File: config.mk
export PLATFORM = sky130hd
export DESIGN_NAME = stream_i64_source
export DESIGN_NICKNAME = d
export VERILOG_FILES = /design/src/rtl/stream_i64_source.sv
export SDC_FILE = /design/constraint.sdc
export NUM_CORES = 1
export LEC_CHECK = 0
export BUFFER_PORTS_ARGS = -buffer_cell sky130_fd_sc_hd__buf_2
export CAP_MARGIN = 30
export CORE_MARGIN = 2
export CORE_UTILIZATION = 45
export DETAILED_ROUTE_END_ITERATION = 8
export GPL_ROUTABILITY_DRIVEN = 0
export PLACE_DENSITY = 0.78
export SLEW_MARGIN = 20
export SYNTH_ARGS = -nofsm -noshare
export SYNTH_HDL_FRONTEND = slang
export SYNTH_SLANG_ARGS = --single-unit
File: constraint.sdc
create_clock -name clock -period 8.92 [get_ports clock]
set_input_delay 1.338 -clock clock [delete_from_list [all_inputs] [get_ports clock]]
set_output_delay 1.338 -clock clock [all_outputs]
set_load 0.05 [all_outputs]
File: src/rtl/stream_i64_source.sv
// rtl/stream_i64_source.sv - handshaked i64 arithmetic-sequence stream generator with EOS beat and completion token
module stream_i64_source #(
    parameter int DATA_WIDTH  = 64,
    parameter int COUNT_WIDTH = 16
) (
    input  logic                   clock,
    input  logic                   reset,
    input  logic                   inCtrl_valid,
    output logic                   inCtrl_ready,
    input  logic [DATA_WIDTH-1:0]  cfg_base,
    input  logic [DATA_WIDTH-1:0]  cfg_step,
    input  logic [COUNT_WIDTH-1:0] cfg_count,
    output logic                   out0_valid,
    input  logic                   out0_ready,
    output logic [DATA_WIDTH-1:0]  out0_data_field0,
    output logic                   out0_data_field1,
    output logic                   outCtrl_valid,
    input  logic                   outCtrl_ready
);

    typedef enum logic [1:0] {
        ST_IDLE = 2'd0,
        ST_EMIT = 2'd1,
        ST_EOS  = 2'd2,
        ST_CTRL = 2'd3
    } state_t;

    state_t                 r_state;
    state_t                 w_state_next;
    logic [DATA_WIDTH-1:0]  r_cur;
    logic [DATA_WIDTH-1:0]  r_step;
    logic [COUNT_WIDTH-1:0] r_remaining;

    logic w_start;
    logic w_beat;

    // Handshake qualifiers; only the state-owned valid side matters, so these are one AND each.
    assign w_start = (r_state == ST_IDLE) && inCtrl_valid;
    assign w_beat  = (r_state == ST_EMIT) && out0_ready;

    // State register.
    always_ff @(posedge clock) begin
        if (reset) begin
            r_state <= ST_IDLE;
        end else begin
            r_state <= w_state_next;
        end
    end

    // Next-state and output decode; outputs depend only on registered state and r_cur.
    always_comb begin
        w_state_next     = r_state;
        inCtrl_ready     = 1'b0;
        out0_valid       = 1'b0;
        out0_data_field0 = '0;
        out0_data_field1 = 1'b0;
        outCtrl_valid    = 1'b0;
        unique case (r_state)
            ST_IDLE: begin
                inCtrl_ready = 1'b1;
                if (inCtrl_valid) begin
                    w_state_next = (cfg_count != '0) ? ST_EMIT : ST_EOS;
                end
            end
            ST_EMIT: begin
                out0_valid       = 1'b1;
                out0_data_field0 = r_cur;
                if (out0_ready && (r_remaining == COUNT_WIDTH'(1))) begin
                    w_state_next = ST_EOS;
                end
            end
            ST_EOS: begin
                out0_valid       = 1'b1;
                out0_data_field1 = 1'b1;
                if (out0_ready) begin
                    w_state_next = ST_CTRL;
                end
            end
            ST_CTRL: begin
                outCtrl_valid = 1'b1;
                if (outCtrl_ready) begin
                    w_state_next = ST_IDLE;
                end
            end
            default: begin
                w_state_next = ST_IDLE;
            end
        endcase
    end

    // Datapath: capture configuration on the start handshake, advance the sequence on each accepted data beat.
    always_ff @(posedge clock) begin
        if (reset) begin
            r_cur       <= '0;
            r_step      <= '0;
            r_remaining <= '0;
        end else if (w_start) begin
            r_cur       <= cfg_base;
            r_step      <= cfg_step;
            r_remaining <= cfg_count;
        end else if (w_beat) begin
            r_cur       <= r_cur + r_step;
            r_remaining <= r_remaining - COUNT_WIDTH'(1);
        end
    end

endmodule

# Yosys cells after proc, flatten, opt, wreduce, memory -nomap -nowiden
# Index checks and enable logic that the tools add are counted.
# totals
wordCells	37
output_inout_bits	68
regBits	146
input_bits	149
# op_classes
n_addsub	2
eq_ne	8
n_reduce_logical	8
n_mux	15
# op_table
op	count
two-way mux 64 bit	3
adder 64 bit	1
two-way mux 16 bit	2
== test 16 x 1 -> 1 bit, second input constant	1
nonzero test 16 bit	1
subtractor 16 x 1 -> 16 bit, second input constant	1
two-way mux 2 bit	5
case mux 2 bit (4 select lines)	1
inequality test 2 bit, second input constant	3
== test 2 bit, second input constant	2
two-way mux 1 bit	4
AND reduction 4 bit	1
logical AND 1 bit	3
== test 2 x 1 -> 1 bit, second input constant	1
logical NOT 2 bit	1
inequality test 2 x 1 -> 1 bit, second input constant	1
nonzero test 2 bit	1
OR reduction 2 bit	1

# Longest topological paths before layout
# Gate-level depths: netlist of the first run.
# logic_depth
ltp_word	4
ltp_mapped	13
mapped_depth_nobuf	13

# Worst setup path after synthesis of the first run
# Ideal clock, no wire load.
# synth_timing
kind	flip-flop to flip-flop
start	register r_cur[0]
end	register r_cur[56]
t_arrival_ns	3.197
slack_ns	5.637
required_time_ns	8.834
setup_time_ns	0.086
synth_period_minus_slack_ns	3.283
path_stages_with_launch	14
path_buffers	0
cell_sequence	dfxtp_1 ha_1 fa_1 a21oi_1 o21ai_1 a2111o_1 and4_4 a2111oi_4 nor2_1 a31o_2 a31oi_4 o21ai_1 xnor2_1 a211oi_1
# synth_between
elab_chain_len	3
# synth_rtl
element	line_no	text
start: declaration	30	logic [DATA_WIDTH-1:0] r_cur;
start signal: assignment	98	r_cur <= cfg_base;
start signal: assignment	102	r_cur <= r_cur + r_step;
adder 64 bit	102	
two-way mux 64 bit	101	end else if (w_beat) begin
two-way mux 64 bit	97	end else if (w_start) begin
# Every way passes these cells. The select of a mux whose other input is x is not followed.
# A chain may end at the register's enable or synchronous reset.

# Worst setup path after layout of the first run
# Ends and elaborated chain as after synthesis.

==> run summary, run 1 <==
CTS Buf Count: 17
Actual slew at the worst max-slew pin: 0.906 ns
Final cell count without fillers: 1782
Worst-skew pair later-pin latency: 0.43 ns
WP data required: 9.25 ns
Area delta synth->final: 17.6%
Hold worst-path end: r_step[3]$_SDFFE_PP0P_
PD cells: 282 nW/um^2
Vias: 10200
All-layer global routing usage: 0.243
Share of cells above drive strength 1: 0.190
Fillers: 2093
Most common cell after layout, fill and taps aside: nand2_1
Syn. warnings: 0
Setup Skew: 0.0102 ns
Final hold violations: 0
Syn Std Cell Area: 9980 um^2
First-pass DRT Iterations: 8
Worst EP arrival: 4.08 ns
Max Cap Viol: 0
RSZ-0062 raised after global routing: false
TritonCTS clock tree: done
Fmax: 0.267 GHz
R2R Setup Slk: 5.18 ns
Syn_nets: 1556
Yosys cell types: 72
DIE WIDTH: 153 um
Most used cell, CP: o21ai_1
Initial DRC count: 669
Crit path launch type: flip-flop
Main synth FF type: dfxtp_1
# Post-CTS Setup Buffers: 0
Slowest stage delay, CP: 0.46 ns
Ys async rst share: 0
TritonCTS Sinks: 146
Final net count: 1709
Largest net degree at the start of global routing: 95
Clock transition at path regs: 0.06 ns
DR top layer: met4
Top Family by Delay on Critical Path: compound AO/OA/AOI/OAI gates
Num rows: 54
Outcome: completed
Slew Viols, Final: 0
Worst hold path type: reg -> reg
Seq. cell area: 2920 um^2
Sum Neg Setup Slack: 0 ns
Vias in the first global route: 9790
Vias per cell: 5.74
Worst Setup End Kind: flip-flop
Post-synth EDFFs: 0
Starting Density: 0.457
Root buffer cell: clkbuf_16
Worst vdd ir: 0.201 mV
Final ANT Viol Nets: 0
Mapped Cells: 1336
Die H: 153 um
Worst-case reg-to-reg path depth: 13
Routed len/inst: 16.3 um
Die area: 23400 um^2
Min-Delay Startpoint: r_step[3]$_SDFFE_PP0P_
CTS-repair resized insts: 0
Core area: 21800 um^2
IO Port Bufs: 216
Crit path max fanout: 4
Mapped Avg Cell Area: 7.47 um^2
Pleak: 5.19 nW
Drt drc: 0
Reg2reg end: r_cur[56]$_SDFFE_PP0P_
Setup CP Type: reg -> reg
Cells after DPL: 1750
Hold Buf Count CTS: 0
Metal1 wirelength: 12.8 mm
Footprint of the multi-input gates: 6660 um^2
Worst Hold Path Cells: 2
Final setup fails: 0
Dpl hpwl: 21.4 mm
Stages on the worst setup path: 13
Top-Level Pins: 217
Seq/Total Area, Yosys: 0.293
Register bit total from synthesis: 146
Final WL: 29.1 mm
Most frequent cells in the layout: nand2_1 (251), buf_2 (215), a21oi_1 (158)
Max H-tree Level: 4
Crit-path cells: ha_1 -> fa_1 -> a21oi_1 -> o21ai_1 -> a2111o_1 -> and4_4 -> a2111oi_4 -> nor2_1 -> a31o_2 -> a31oi_4 -> o21ai_1 -> xnor2_1 -> a211oi_1
First-pass GRT wire length: 47.4 mm
Rel. slew slack: 0.396
Min Clock Period, post-route: 3.74 ns
Crit-path slowest cell: a2111oi_4
Met3 Wirelength: 2.07 mm
WP buf/inv: 0
ANT cells: 0
CTS Buffer Depth: 2
Initial antenna violation count: 0
Total gr overflow: 0
Reg2Reg Launch Point: r_cur[0]$_SDFFE_PP0P_
Final Cycle Share: 0.420
Met2 WL: 13.5 mm
==> per-layer routing <==
layer | global-route usage | vias to the layer above
met2 | 0.410 | 421
met5 | 0 | -
met3 | 0.0420 | 56
met4 | 0.0829 | 0
li1 | - | 5042
met1 | 0.316 | 4706
==> where the power goes <==
group          leakage, nW  switching [mW]  total (mW)  internal, mW
Clock                0.285           0.284       0.703         0.419
Sequential            1.20           0.140       0.957         0.817
Combinational         3.70            1.09        1.65         0.557
==> state kept, by name, indices dropped and copies added (netlist names) <==
signal       cells
r_step          64
r_state          2
r_remaining     16
r_cur           64
==> final cells by class <==
class / count / share of cell area
well taps: 280 / 0.0299
repair buffers: 222 / 0.0979
multi-input cells: 1083 / 0.568
inverters: 19 / 0.00608
flip-flops and latches: 146 / 0.249
clock buffers: 23 / 0.0425
clock inverters: 9 / 0.00672
==> synthesized netlist by cell type (3+ instances only) <==
library cell / instances / area [um^2]
nand2_1: 253 / 950
a21oi_1: 158 / 791
dfxtp_1: 146 / 2920
nor2_1: 110 / 413
clkbuf_1: 72 / 270
ha_1: 70 / 876
and2_1: 68 / 425
o21ai_0: 55 / 275
xnor2_1: 45 / 394
a211oi_1: 37 / 278
a21o_1: 35 / 263
a311oi_1: 30 / 263
nand4_1: 25 / 156
xor2_1: 25 / 219
inv_1: 19 / 71.3
o21bai_1: 14 / 105
nor3_1: 13 / 65.1
o22ai_1: 13 / 81.3
buf_1: 9 / 33.8
nor4_1: 9 / 56.3
nand2b_1: 8 / 50.1
buf_2: 7 / 35.0
nand3_1: 7 / 35.0
or3_1: 7 / 43.8
a31oi_1: 6 / 37.5
o21ai_1: 6 / 30.0
a22oi_1: 5 / 37.5
nor2b_1: 5 / 31.3
o211ai_1: 5 / 37.5
o31ai_1: 5 / 37.5
o21a_1: 4 / 30.0
a21boi_1: 3 / 22.5
a21oi_2: 3 / 26.3
a31o_2: 3 / 26.3
a41oi_1: 3 / 26.3
and3_1: 3 / 18.8
and4_1: 3 / 26.3
o31ai_2: 3 / 37.5
==> metrics by stage <==
stage               setup WS, ns  cell area [um^2]  utilization  power [mW]  hold slack, ns
global placement            5.12             11100        0.510        2.54           0.447
floorplan                   5.64              9980            -        2.20           0.440
detailed placement          5.07             11200        0.511        2.59           0.453
global route                4.96             11700        0.537        3.53           0.482
finish                      5.18             11700        0.537        3.31           0.459
CTS                         5.21             11700        0.537        3.30           0.461
==> kinds of logic (layout without fill, tap and decap cells) <==
family          Yosys count  after routing  synth area share
fa+ha+maj                71             71            0.0898
mux                       1              1           0.00100
compound gates          411            411             0.270
flops                   146            146             0.293
simple gates            530            530             0.243
xor+xnor                 70             70            0.0615
buf+inv                 107            273            0.0411
==> how the worst max path moves through the flow <==
stage,from,end,slack [ns]
detailed placement,inCtrl_valid,r_cur[60]$_SDFFE_PP0P_,5.07
global route,r_cur[0]$_SDFFE_PP0P_,r_cur[56]$_SDFFE_PP0P_,4.96
CTS,r_cur[0]$_SDFFE_PP0P_,r_cur[56]$_SDFFE_PP0P_,5.21
floorplan,r_cur[0]$_SDFFE_PP0P_,r_cur[56]$_SDFFE_PP0P_,5.64
global placement,inCtrl_valid,r_cur[56]$_SDFFE_PP0P_,5.12
finish,r_cur[0]$_SDFFE_PP0P_,r_cur[56]$_SDFFE_PP0P_,5.18
==> worst register-to-register path: stages (launching register included) <==
cell and delay, ns:
dfxtp_1 0.32, ha_1 0.24, fa_1 0.42, a21oi_1 0.24
o21ai_1 0.13, a2111o_1 0.45, and4_4 0.23, a2111oi_4 0.46
nor2_1 0.15, a31o_2 0.32, a31oi_4 0.24, o21ai_1 0.10
xnor2_1 0.13, a211oi_1 0.23
(Power assumes the default switching activity.)
==> inputs of run 2 (changes only) <==
==> constraint.sdc (replaced) <==
create_clock -name clock -period 3.45 [get_ports clock]
set_input_delay 0.5175 -clock clock [delete_from_list [all_inputs] [get_ports clock]]
set_output_delay 0.5175 -clock clock [all_outputs]
set_load 0.05 [all_outputs]
==> run 2 against run 1 <==
Register-to-register slack lost 5.0 ns. Via count grew 2.1%. Worst hold slack lost 0.14 ns. Clock skew grew 0.00086 ns. Largest power group unchanged.
==> run summary, run 2 (synthesis gave the netlist of run 1 again) <==
Outcome: completed
Vias: 10400 (+2.1%)
Final hold violations: 0 (unchanged)
Final Cycle Share: 0.938 (+0.518)
Area delta synth->final: 20.1%
Total power: 8.94 mW (+170%)
Share of cells above drive strength 1: 0.203 (+0.0137)
Drt drc: 0 (unchanged)
Worst Setup End Kind: flip-flop
TritonCTS clock tree: done
Fillers: 2032 (-2.9%)
Die area: 23400 um^2 (unchanged)
Slew Viols, Final: 0 (unchanged)
R2R Setup Slk: 0.22 ns (-4.96 ns)
DIE WIDTH: 153 um (unchanged)
Root buffer cell: clkbuf_16
Actual slew at the worst max-slew pin: 0.784 ns (-0.123 ns)
# Post-CTS Setup Buffers: 0 (unchanged)
Top-Level Pins: 217 (unchanged)
Final cell count without fillers: 1805 (+1.3%)
Worst-skew pair later-pin latency: 0.43 ns (about the same)
Most common cell after layout, fill and taps aside: nand2_1
Final setup fails: 0 (unchanged)
Dpl hpwl: 22.0 mm (+2.9%)
Regs by FF count: r_cur: 64 flops, r_step: 64 flops, r_remaining: 16 flops
Starting Density: 0.457 (unchanged)
Worst-case reg-to-reg path depth: 12 (-1)
Setup CP Type: reg -> reg
Setup Skew: 0.0110 ns (+0.000857 ns)
Total gr overflow: 0 (unchanged)
Num rows: 54 (unchanged)
Worst vdd ir: 0.509 mV (+150%)
RSZ-0062 raised after global routing: false
Min-Delay Startpoint: cfg_step[19]
Sum Neg Setup Slack: 0 ns (unchanged)
Routed len/inst: 16.7 um (+2.1%)
Worst hold path type: in -> reg
Fmax: 0.309 GHz (+16%)
Crit path max fanout: 5 (+1)
All-layer global routing usage: 0.251 (+0.00724)
Max Cap Viol: 0 (unchanged)
TritonCTS Sinks: 146 (unchanged)
Final net count: 1732 (+1.3%)
First-pass DRT Iterations: 6 (-2)
IO Port Bufs: 216 (unchanged)
Final ANT Viol Nets: 0 (unchanged)
Final WL: 30.1 mm (+3.5%)
Cells after DPL: 1773 (+1.3%)
Worst Hold Path Cells: 3 (+1)
Worst EP arrival: 3.53 ns (-0.55 ns)
Max H-tree Level: 4 (unchanged)
Crit path launch type: flip-flop
Reg2Reg Launch Point: r_cur[4]$_SDFFE_PP0P_
Reg2reg end: r_cur[57]$_SDFFE_PP0P_
First-pass GRT wire length: 48.6 mm (+2.4%)
Die H: 153 um (unchanged)
CTS Buf Count: 17 (unchanged)
Min Clock Period, post-route: 3.23 ns (-0.509 ns)
CTS Buffer Depth: 2 (unchanged)
Vias per cell: 5.79 (+0.83%)
Hold Buf Count CTS: 0 (unchanged)
Initial antenna violation count: 1 (+1)
Core area: 21800 um^2 (unchanged)
Initial DRC count: 761 (+14%)
Hold worst-path end: r_step[19]$_SDFFE_PP0P_
WP data required: 3.74 ns (-5.51 ns)
Largest net degree at the start of global routing: 68 (-28%)
PD cells: 746 nW/um^2 (+160%)
Clock transition at path regs: 0.06 ns (about the same)
Most frequent cells in the layout: nand2_1 (251), buf_2 (215), a21oi_1 (157)
Pleak: 5.32 nW (+2.7%)
Rel. slew slack: 0.476 (+0.0798)
Vias in the first global route: 9807 (+0.17%)
## run 2: how the worst max path moves through the flow
| stage | depth (start not counted) | start | to | slack [ns] |
|---|---|---|---|---|
| 2_1_floorplan | 13 | r_cur[0]$_SDFFE_PP0P_ | r_cur[56]$_SDFFE_PP0P_ | 0.17 |
| 3_3_place_gp | 13 | r_cur[0]$_SDFFE_PP0P_ | r_cur[56]$_SDFFE_PP0P_ | 0.05 |
| 3_5_place_dp | 13 | r_cur[0]$_SDFFE_PP0P_ | r_cur[56]$_SDFFE_PP0P_ | 0.002 |
| 4_1_cts | 15 | r_cur[0]$_SDFFE_PP0P_ | r_cur[62]$_SDFFE_PP0P_ | 0.02 |
| 5_1_grt | 15 | r_cur[0]$_SDFFE_PP0P_ | r_cur[62]$_SDFFE_PP0P_ | 0.02 |
| 6_report | 12 | r_cur[4]$_SDFFE_PP0P_ | r_cur[57]$_SDFFE_PP0P_ | 0.22 |
## run 2: area by class of cell
| class | instances | area (um^2) | area share |
|---|---|---|---|
| well taps | 280 | 350 | 0.0292 |
| inverters | 19 | 71.3 | 0.00595 |
| diodes | 1 | 2.50 | 0.000209 |
| clock buffers | 21 | 460 | 0.0384 |
| repair buffers | 245 | 1310 | 0.110 |
| clock inverters | 10 | 181 | 0.0151 |
| multi-input cells | 1083 | 6680 | 0.557 |
| flip-flops and latches | 146 | 2920 | 0.244 |
## run 2: per-stage QoR
stage / utilization / setup slack [ns] / hold slack (ns) / area (um^2)
2_1_floorplan: - / 0.167 / 0.440 / 9980
3_3_place_gp: 0.519 / 0.0543 / 0.447 / 11300
3_5_place_dp: 0.519 / 0.00189 / 0.453 / 11300
4_1_cts: 0.548 / 0.0209 / 0.318 / 12000
5_1_grt: 0.549 / 0.0158 / 0.320 / 12000
6_report: 0.549 / 0.215 / 0.322 / 12000
## run 2: routing by layer
metal / GRT usage / part of all wire / up-vias
li1: - / - / 5097
met4: 0.0710 / 0.018 / 0
met1: 0.329 / 0.44 / 4833
met3: 0.0559 / 0.081 / 61
met2: 0.415 / 0.46 / 452
met5: 0 / 0 / -
## run 2: timing repair
item                       in CTS  in global routing
resized for setup               0                  4
pin swaps                       1                  4
setup endpoints to repair       1                  9
cloned                          0                  0
## run 2: power by group
part           leakage (nW)  switching [mW]  internal (mW)
clock network         0.313           0.755           1.32
registers              1.20           0.370           2.11
logic                  3.81            2.90           1.48
## run 2: worst max-delay path, stage by stage, from the launching register on
cell and delay (ns):
dfxtp_1 0.33, ha_1 0.37, nand2_2 0.09, o311ai_1 0.34, nand2_1 0.18, a311o_1 0.38
nand3_2 0.11, a41oi_4 0.15, o31ai_4 0.36, a41oi_4 0.22, o31ai_2 0.32, xnor2_1 0.14
o22ai_1 0.09
==> inputs of run 3 (changes only) <==
--- a/config.mk
+++ b/config.mk
@@ -11,7 +11,9 @@
 export CORE_UTILIZATION = 45
 export DETAILED_ROUTE_END_ITERATION = 8
 export GPL_ROUTABILITY_DRIVEN = 0
+export HOLD_SLACK_MARGIN = 0.05
 export PLACE_DENSITY = 0.78
+export RECOVER_POWER = 25
 export SLEW_MARGIN = 20
 export SYNTH_ARGS = -nofsm -noshare
 export SYNTH_HDL_FRONTEND = slang
==> run 3 against run 2 <==
Critical path depth is 3 higher. Count of clock-buffer cells in the layout unchanged. Flip-flop and latch count unchanged. Worst hold slack worse by 0.00072 ns. Global-route usage unchanged. Design area is 0.22% lower. Via count hardly changed. Fmax is 0.26% lower. Setup slack got worse by 0.0085 ns. Register-to-register slack barely moved. Critical path type unchanged. Critical endpoint is now r_cur[62]$_SDFFE_PP0P_. Largest power group unchanged.
==> run summary, run 3 (synthesis gave the netlist of run 1 again) <==
Fillers: 2041 (+0.44%)
Core area: 21800 um^2 (unchanged)
Die H: 153 um (unchanged)
Outcome: completed
Worst vdd ir: 0.490 mV (-3.7%)
Worst hold path type: in -> reg
Footprint of the multi-input gates: 6670 um^2 (-0.15%)
Final setup fails: 0 (unchanged)
Actual slew at the worst max-slew pin: 1.48 ns (+0.697 ns)
Min Clock Period, post-route: 3.24 ns (+0.00850 ns)
Hold Buf Count CTS: 0 (unchanged)
Crit path max fanout: 4 (-1)
Setup CP Type: reg -> reg
CTS Buf Count: 17 (unchanged)
Drt drc: 0 (unchanged)
Largest net degree at the start of global routing: 68 (unchanged)
Num rows: 54 (unchanged)
Max H-tree Level: 4 (unchanged)
Crit-path slowest cell: a2111o_1
Vias: 10400 (-0.057%)
Dpl hpwl: 22.0 mm (unchanged)
First-pass GRT wire length: 48.6 mm (unchanged)
Final WL: 30.2 mm (+0.32%)
Final hold violations: 0 (unchanged)
DIE WIDTH: 153 um (unchanged)
IO Port Bufs: 216 (unchanged)
Worst Setup SP: r_cur[0]$_SDFFE_PP0P_
Reg2reg end: r_cur[62]$_SDFFE_PP0P_
Clock transition at path regs: 0.07 ns (about the same)
Slew Viols, Final: 0 (unchanged)
Pleak: 5.30 nW (-0.48%)
Vias in the first global route: 9807 (unchanged)
Share of cells above drive strength 1: 0.199 (-0.00459)
Rel. slew slack: 0.0128 (-0.463)
Top-Level Pins: 217 (unchanged)
Most common cell after layout, fill and taps aside: nand2_1
TritonCTS clock tree: done
Combinational fraction of design power: 0.489 (-0.002)
Initial DRC count: 787 (+3.4%)
Die area: 23400 um^2 (unchanged)
Fmax: 0.308 GHz (-0.26%)
Worst Hold Path Cells: 3 (unchanged)
Vias per cell: 5.78 (about the same)
TritonCTS Sinks: 146 (unchanged)
CTS Buffer Depth: 2 (unchanged)
Starting Density: 0.457 (unchanged)
R2R Setup Slk: 0.21 ns (about the same)
Max Cap Viol: 0 (unchanged)
WP data required: 3.73 ns (about the same)
Routed len/inst: 16.8 um (+0.32%)
RSZ-0062 raised after global routing: false
Psw: 4.03 mW (about the same)
Crit-path cells: ha_1 -> fa_2 -> a21oi_2 -> o21ai_1 -> a2111o_1 -> buf_4 -> a21boi_1 -> buf_4 -> a21oi_2 -> a41oi_2 -> o31a_1 -> nor2_1 -> a31oi_1 -> xor2_1 -> a211oi_1
Setup Skew: 0.0121 ns (+0.00113 ns)
End of the critical path: r_cur[62]$_SDFFE_PP0P_
Worst EP arrival: 3.53 ns (about the same)
First-pass DRT Iterations: 5 (-1)
Final net count: 1732 (unchanged)
Final Cycle Share: 0.940 (+0.00246)
All-layer global routing usage: 0.251 (unchanged)
Reg2Reg Launch Point: r_cur[0]$_SDFFE_PP0P_
Seq. cell area: 2920 um^2 (unchanged)
Sequential power share: 0.278 (about the same)
Regs by FF count: r_cur: 64 flops, r_step: 64 flops, r_remaining: 16 flops
Total power: 8.92 mW (-0.23%)
Area delta synth->final: 19.8%
Sum Neg Setup Slack: 0 ns (unchanged)
Root buffer cell: clkbuf_16
Int Power: 4.89 mW (-0.40%)
Total gr overflow: 0 (unchanged)
Sw Share: 0.451 (+0.000971)
Initial antenna violation count: 1 (unchanged)
Worst-skew pair later-pin latency: 0.43 ns (about the same)
Worst-case reg-to-reg path depth: 15 (+3)
Worst Setup End Kind: flip-flop
PD cells: 746 nW/um^2 (about the same)
Final ANT Viol Nets: 0 (unchanged)
Clock Power Share: 0.232 (about the same)
Crit path launch type: flip-flop
Slowest stage delay, CP: 0.41 ns (+0.03 ns)
Most frequent cells in the layout: nand2_1 (252), buf_2 (211), a21oi_1 (157)
==> run 3: changes by cell type in the layout (fill, tap and decap cells not counted) <==
cell      change
buf_4         -4
nand2_1       +1
clkbuf_2      +3
and2_1        +1
and2_4        -1
clkbuf_1      +5
buf_2         -4
nand2_4       -1
==> run 3: worst min path at each step <==
| stage | slack, ns | to | from |
|---|---|---|---|
| 6_report | 0.32 | r_step[25]$_SDFFE_PP0P_ | cfg_step[25] |
| 5_1_grt | 0.32 | r_step[27]$_SDFFE_PP0P_ | cfg_step[27] |
| 4_1_cts | 0.32 | r_step[19]$_SDFFE_PP0P_ | cfg_step[19] |
| 3_5_place_dp | 0.45 | r_step[31]$_SDFFE_PP0P_ | r_step[31]$_SDFFE_PP0P_ |
| 3_3_place_gp | 0.45 | r_step[0]$_SDFFE_PP0P_ | r_step[0]$_SDFFE_PP0P_ |
| 2_1_floorplan | 0.44 | r_step[0]$_SDFFE_PP0P_ | r_step[0]$_SDFFE_PP0P_ |
==> run 3: repair_timing <==
item,CTS,global route
setup endpoints to repair,1,9
setup buffers,0,0
resized for setup,0,4
pin swaps,1,4
hold endpoints to repair,0,0
==> run 3: critical path, delay by kind of cell (launching register included) <==
| kind | cells | cell delay, ns |
|---|---|---|
| AO/OA/AOI/OAI | 9 | 1.63 |
| adder cells (fa/ha/maj) | 2 | 0.59 |
| flip-flops | 1 | 0.31 |
| buffers and inverters | 2 | 0.31 |
| XOR/XNOR | 1 | 0.17 |
| AND/OR/NAND/NOR | 1 | 0.08 |
==> run 3: layout make-up <==
type                            count  area share
Antenna cell                        1    0.000209
Clock buffer                       21      0.0385
Clock inverter                     10      0.0152
Inverter                           19     0.00597
Multi-Input combinational cell   1083       0.558
Sequential cell                   146       0.245
Tap cell                          280      0.0293
Timing Repair Buffer              245       0.109
==> run 3: power by group through the flow <==
| stage | clock network (mW) | registers (mW) | logic (mW) |
|---|---|---|---|
| floorplan | 0 | 2.36 | 3.34 |
| global placement | 0 | 2.49 | 4.24 |
| detailed placement | 0 | 2.50 | 4.30 |
| CTS | 2.08 | 2.47 | 4.34 |
| global route | 2.16 | 2.52 | 4.79 |
| finish | 2.07 | 2.48 | 4.36 |
==> run 3: layer usage <==
| metal | wire length, um | part of all wire | up-vias | track usage |
|---|---|---|---|---|
| li1 | - | - | 5106 | - |
| met3 | 2400 | 0.079 | 67 | 0.0559 |
| met5 | 0 | 0 | - | 0 |
| met4 | 595 | 0.020 | 0 | 0.0710 |
| met2 | 13900 | 0.46 | 460 | 0.415 |
| met1 | 13400 | 0.44 | 4804 | 0.329 |
==> run 3: metrics by stage <==
step / cells / hold slack (ns) / instance area [um^2] / util / setup slack, ns
after global routing: 1804 / 0.320 / 12000 / 0.548 / 0.0153
after floorplan: 1336 / 0.440 / 9980 / - / 0.167
after detailed placement: 1773 / 0.453 / 11300 / 0.519 / 0.00189
final: 1805 / 0.321 / 12000 / 0.548 / 0.207
after CTS: 1804 / 0.318 / 12000 / 0.548 / 0.0209
after global placement: 1773 / 0.447 / 11300 / 0.519 / 0.0543
